[src/rtl/fb_pixel_writer.sv]
`default_nettype none
// fb_pixel_writer: buffers plot requests in a small FIFO, clips them to the screen,
// writes one pixel per cycle into the framebuffer and runs full-screen clears.
module fb_pixel_writer #(
  parameter int SCREEN_W   = 160,
  parameter int SCREEN_H   = 120,
  parameter int COLOUR_W   = 9,
  parameter int ADDR_W     = 15,
  parameter int FIFO_DEPTH = 4
) (
  input  logic                clk,
  input  logic                resetn,
  input  logic                plot,
  input  logic [7:0]          x,
  input  logic [7:0]          y,
  input  logic [COLOUR_W-1:0] colour,
  output logic                ready,
  input  logic                clear_req,
  input  logic [COLOUR_W-1:0] clear_colour,
  output logic                clear_busy,
  output logic [ADDR_W-1:0]   mem_addr,
  output logic [COLOUR_W-1:0] mem_data,
  output logic                mem_we,
  output logic [7:0]          clip_count
);
  localparam int PTR_W = $clog2(FIFO_DEPTH);
  localparam logic [ADDR_W-1:0] LAST_ADDR = ADDR_W'(SCREEN_W * SCREEN_H - 1);

  typedef enum logic [1:0] {
    RUN   = 2'd0,
    DRAIN = 2'd1,
    CLEAR = 2'd2
  } state_t;

  state_t state, state_next;

  logic [7:0]          fifo_x [FIFO_DEPTH];
  logic [7:0]          fifo_y [FIFO_DEPTH];
  logic [COLOUR_W-1:0] fifo_c [FIFO_DEPTH];
  logic [PTR_W:0]      wr_ptr, rd_ptr, occupancy;
  logic [PTR_W-1:0]    wr_idx, rd_idx;
  logic                fifo_empty, fifo_full;
  logic                in_range, accept, push, pop, drain_done;
  logic [ADDR_W-1:0]   clear_cnt, head_addr;
  logic [COLOUR_W-1:0] clear_col;

  // Extra pointer bit distinguishes full from empty.
  assign occupancy  = wr_ptr - rd_ptr;
  assign fifo_empty = (occupancy == '0);
  assign fifo_full  = (occupancy == (PTR_W+1)'(FIFO_DEPTH));
  assign wr_idx     = wr_ptr[PTR_W-1:0];
  assign rd_idx     = rd_ptr[PTR_W-1:0];

  assign in_range = (int'(x) < SCREEN_W) && (int'(y) < SCREEN_H);
  assign ready    = resetn && (state == RUN) && !fifo_full && !clear_req;
  assign accept   = plot && ready;
  assign push     = accept && in_range;
  assign pop      = ((state == RUN) || (state == DRAIN)) && !fifo_empty;

  // Nothing is pushed outside RUN, so the drain ends once the last entry pops.
  assign drain_done = (occupancy == {{PTR_W{1'b0}}, pop});

  assign head_addr = ADDR_W'(fifo_y[rd_idx]) * ADDR_W'(SCREEN_W) + ADDR_W'(fifo_x[rd_idx]);

  always_comb begin
    state_next = state;
    case (state)
      RUN:     if (clear_req) state_next = DRAIN;
      DRAIN:   if (drain_done) state_next = CLEAR;
      CLEAR:   if (clear_cnt == LAST_ADDR) state_next = RUN;
      default: state_next = RUN;
    endcase
  end

  always_ff @(posedge clk) begin
    if (push) begin
      fifo_x[wr_idx] <= x;
      fifo_y[wr_idx] <= y;
      fifo_c[wr_idx] <= colour;
    end
  end

  always_ff @(posedge clk) begin
    if (!resetn) begin
      state      <= RUN;
      clear_busy <= 1'b0;
      wr_ptr     <= '0;
      rd_ptr     <= '0;
      clear_cnt  <= '0;
      clear_col  <= '0;
      clip_count <= '0;
      mem_we     <= 1'b0;
      mem_addr   <= '0;
      mem_data   <= '0;
    end else begin
      state      <= state_next;
      clear_busy <= (state_next != RUN);

      if (push) wr_ptr <= wr_ptr + 1'b1;
      if (pop)  rd_ptr <= rd_ptr + 1'b1;

      if (accept && !in_range && clip_count != 8'hFF)
        clip_count <= clip_count + 8'd1;

      if (state == RUN && clear_req)
        clear_col <= clear_colour;

      if (state == DRAIN)
        clear_cnt <= '0;
      else if (state == CLEAR)
        clear_cnt <= clear_cnt + 1'b1;

      if (pop) begin
        mem_we   <= 1'b1;
        mem_addr <= head_addr;
        mem_data <= fifo_c[rd_idx];
      end else if (state == CLEAR) begin
        mem_we   <= 1'b1;
        mem_addr <= clear_cnt;
        mem_data <= clear_col;
      end else begin
        mem_we <= 1'b0;
      end
    end
  end

endmodule
`default_nettype wire

[config.mk]
export PLATFORM = sky130hd
export DESIGN_NAME = fb_pixel_writer
export DESIGN_NICKNAME = d
export VERILOG_FILES = /design/src/rtl/fb_pixel_writer.sv
export SDC_FILE = /design/constraint.sdc
export NUM_CORES = 1
export LEC_CHECK = 0
export ABC_AREA = 1
export CAP_MARGIN = 10
export CELL_PAD_IN_SITES_DETAIL_PLACEMENT = 0
export CELL_PAD_IN_SITES_GLOBAL_PLACEMENT = 1
export CORE_MARGIN = 5
export CORE_UTILIZATION = 34
export CTS_CLUSTER_SIZE = 20
export DETAILED_ROUTE_END_ITERATION = 8
export PLACE_DENSITY_LB_ADDON = 0.1
export REMOVE_ABC_BUFFERS = 1
export SYNTH_ARGS = -nofsm -noshare
export SYNTH_HDL_FRONTEND = slang
export SYNTH_SLANG_ARGS = --single-unit
[constraint.sdc]
create_clock -name clk -period 9.4 [get_ports clk]
set_input_delay 1.88 -clock clk [delete_from_list [all_inputs] [get_ports clk]]
set_output_delay 1.88 -clock clk [all_outputs]
set_load 0.02 [all_outputs]
==> flow_summary.json <==
{
  "grt_use_total_pct": 15.0,
  "die_h_um": 156,
  "antenna_cells": 0,
  "irDropWorstVdd_mv": 0.127,
  "worstSetupPathType": "input port to output pin",
  "p_total_w": 0.00278,
  "setup_ws_ps": 3320,
  "rows": 53,
  "core_area_um2": 21100,
  "ctsHtreeMaxLevel": 4,
  "fmax_ghz": 0.165,
  "power_density_nw_per_um2": 314,
  "min_period_over_period_pct": 64.7,
  "wl_per_cell_um": 16.0,
  "rsz0062_at_grt": "false",
  "met1_usage_pct": 18.3,
  "yosysTopAreaCell": "edfxtp_1",
  "syn-cell-area_um2": 7290,
  "slowest_stage": "clkdlybuf4s50_1",
  "r2r_cells": 19,
  "grt_antenna_before_repair": 0,
  "syn-mean-instance-area_um2": 9.63,
  "vias": 5420,
  "met3_usage_pct": 3.07,
  "ys_async_sr_fraction_pct": 0,
  "grt_overflow": 0,
  "fin_crit_ps": 6080,
  "tns_ps": 0,
  "hp-class": "flop to flop",
  "max_stage_delay_ps": 970,
  "cts_buffers": 17,
  "min_path_cells": 2,
  "clock-root-buffer": "clkbuf_16",
  "cp.depth": 6,
  "ys_types": 39,
  "status": "completed",
  "cts_setup_buffers": 0,
  "synth-seq-cells": 168,
  "post-place-ws_ps": 3280,
  "route.detailed.drc": 0,
  "areaGrowthSynthToFinish_pct": 21.4,
  "cp-start-kind": "input port",
  "cts_tree": "built",
  "grt_max_degree": 52,
  "ioPinCount": 73,
  "path_clk_slew_ps": 70,
  "hold_viol": 0,
  "ys.flop_type": "edfxtp_1",
  "gp_congestion": 0.785,
  "path_buf_inv": 4,
  "yosysSeqAreaShare_pct": 59.8,
  "synth-edff-count": 100,
  "final-max-slew-violation-count": 0,
  "fin_skew_ps": 18.6,
  "die-width_um": 156,
  "start_util_pct": 34.6,
  "synth_cells": 757,
  "drtIter0Drc": 236,
  "dr.pass1.iters": 4,
  "io_buffers": 72,
  "yosys-top-cells-area": "edfxtp_1, dfxtp_1, nand2_1",
  "grt_pass1_vias": 5435,
  "drive_gt1_share_pct": 5.60,
  "grt.busiest_layer": "met2",
  "setup_violations": 0,
  "cp-end-kind": "output pin",
  "grt_use_met2_pct": 26.5,
  "cts.path.max_buffers": 2,
  "wl_mm": 17.8,
  "worst_pin_slew_ps": 921,
  "die_area_um2": 24500,
  "required_ps": 7520,
  "hpwl_mm": 11.8,
  "postCtsHoldBufs": 0,
  "cap_violations": 0,
  "path_max_fanout": 21,
  "p_leak_nw": 3.20,
  "cts_resized": 0,
  "clock-sinks": 168,
  "yosys_warnings": 0,
  "insertion_delay_ps": 430,
  "drt-vias-per-instance": 4.87,
  "slew-limit-headroom_pct": 38.4,
  "path_cells": "clkdlybuf4s50_1 > inv_1 > nor4_1 > nand2_1 > inv_1 > clkdlybuf4s50_1",
  "critical_path.top_delay_family": "buffers and inverters",
  "antenna_left": 0,
  "grt_pass1_wl_mm": 28.5,
  "synth_top_area_share_pct": 41.2,
  "crit_arrival_ps": 4200,
  "layout.nets": 891
}
## registers in the layout (all words and copies together) (netlist names), 2 cells and up, named ones only
name        cells
clear_cnt      15
clear_col       9
clip_count      8
fifo_c         36
fifo_x         32
fifo_y         32
mem_addr       15
mem_data        9
rd_ptr          3
state           2
wr_ptr          3
## Yosys cell counts, types with 2 or more instances
cell      instances
nand3_1          26
clkbuf_1         20
inv_1            64
xnor2_1           6
nand4_1           7
xor2_1            4
edfxtp_1        100
a32oi_1           2
fa_1              3
buf_2             4
buf_6             2
nand2_1         140
nor4_1            2
dfxtp_1          68
o22ai_1          22
a21oi_1          31
nor2_1          106
o21ai_0          76
ha_1             23
nor2_2            2
clkinv_1          2
nor3_1           12
or2_2             2
a31oi_1          18
## worst reg2reg max path: stages (launching register included)
cell and delay [ps]:
dfxtp_1 300, buf_4 270, clkinv_1 100, buf_4 440, nand2_1 120, a32oi_1 440
ha_1 330, ha_1 230, inv_1 80, fa_1 460, nor2_1 160, nand3_1 100
nor2_1 160, nand2_1 90, nor2_1 180, nand2_1 70, nand2_1 60, nand3_1 90
nand2_1 80, a21oi_1 50
## stage by stage
step / instances / util, % / cell area (µm²) / hold slack, ps
floorplan: 730 / - / 7170 / 447
global placement: 1083 / 39.4 / 8300 / 452
detailed placement: 1083 / 39.4 / 8300 / 458
CTS: 1114 / 42.0 / 8850 / 467
global route: 1114 / 42.0 / 8850 / 479
finish: 1114 / 42.0 / 8850 / 464
## power breakdown
group | leakage (nW) | internal [W] | switching, W | total [W]
clock | 0.262 | 0.000377 | 0.000284 | 0.000662
combinational | 1.48 | 0.000441 | 0.000793 | 0.00123
sequential | 1.46 | 0.000850 | 0.0000359 | 0.000886
## logic make-up after synthesis
kind of cell               share of synthesized area [%]
DFF                                                 59.8
and+or+nand+nor                                     17.4
buffers and inverters                               5.25
xor gates and xnor gates                            1.20
adders and majority gates                           4.77
AOI/OAI and AO/OA                                   11.5
## final timing paths
kind | start | slack, ps | end
max | resetn | 3320 | ready
max reg2reg | flop | 5460 | mem_addr[14]
min reg2reg | mem_addr[11] | 460 | mem_addr[11]
min | mem_addr[11] | 460 | mem_addr[11]
## per-layer routing
metal | routed length [µm] | vias to the layer above
met4 | 265 | 0
li1 | - | 2742
met5 | 0 | -
met3 | 535 | 22
met2 | 9060 | 75
met1 | 7950 | 2581
## placed cells by master, fill, tap and decap left out, drive strengths merged
cell type / Yosys / layout
nor3: 13 / 13
inv: 66 / 68
xor2: 4 / 4
o22ai: 22 / 22
xnor2: 6 / 6
nand4: 8 / 8
clkbuf: 20 / 20
or2: 2 / 2
clkinvlp: 0 / 3
a31oi: 18 / 18
fa: 3 / 3
a21oi: 32 / 32
a22oi: 1 / 1
buf: 7 / 6
a32oi: 2 / 2
clkdlybuf4s50: 0 / 72
dfxtp: 68 / 68
o31ai: 1 / 1
o211ai: 1 / 1
nor4: 2 / 2
nor3b: 1 / 1
nand3: 26 / 26
nand3b: 1 / 1
edfxtp: 100 / 100
clkinv: 2 / 7
nor2: 109 / 109
and2: 1 / 1
ha: 23 / 23
nand2: 141 / 141
bufinv: 0 / 1
o21ai: 77 / 77
## area by class of cell
cell class,count,area [µm²]
Clock buffer,20,457
Multi-Input combinational cell,494,2570
Tap cell,275,344
Inverter,68,258
Clock inverter,11,98.8
Timing Repair Buffer,78,766
Fill cell,2075,12200
Sequential cell,168,4360
Power figures use the tool's default switching activity.
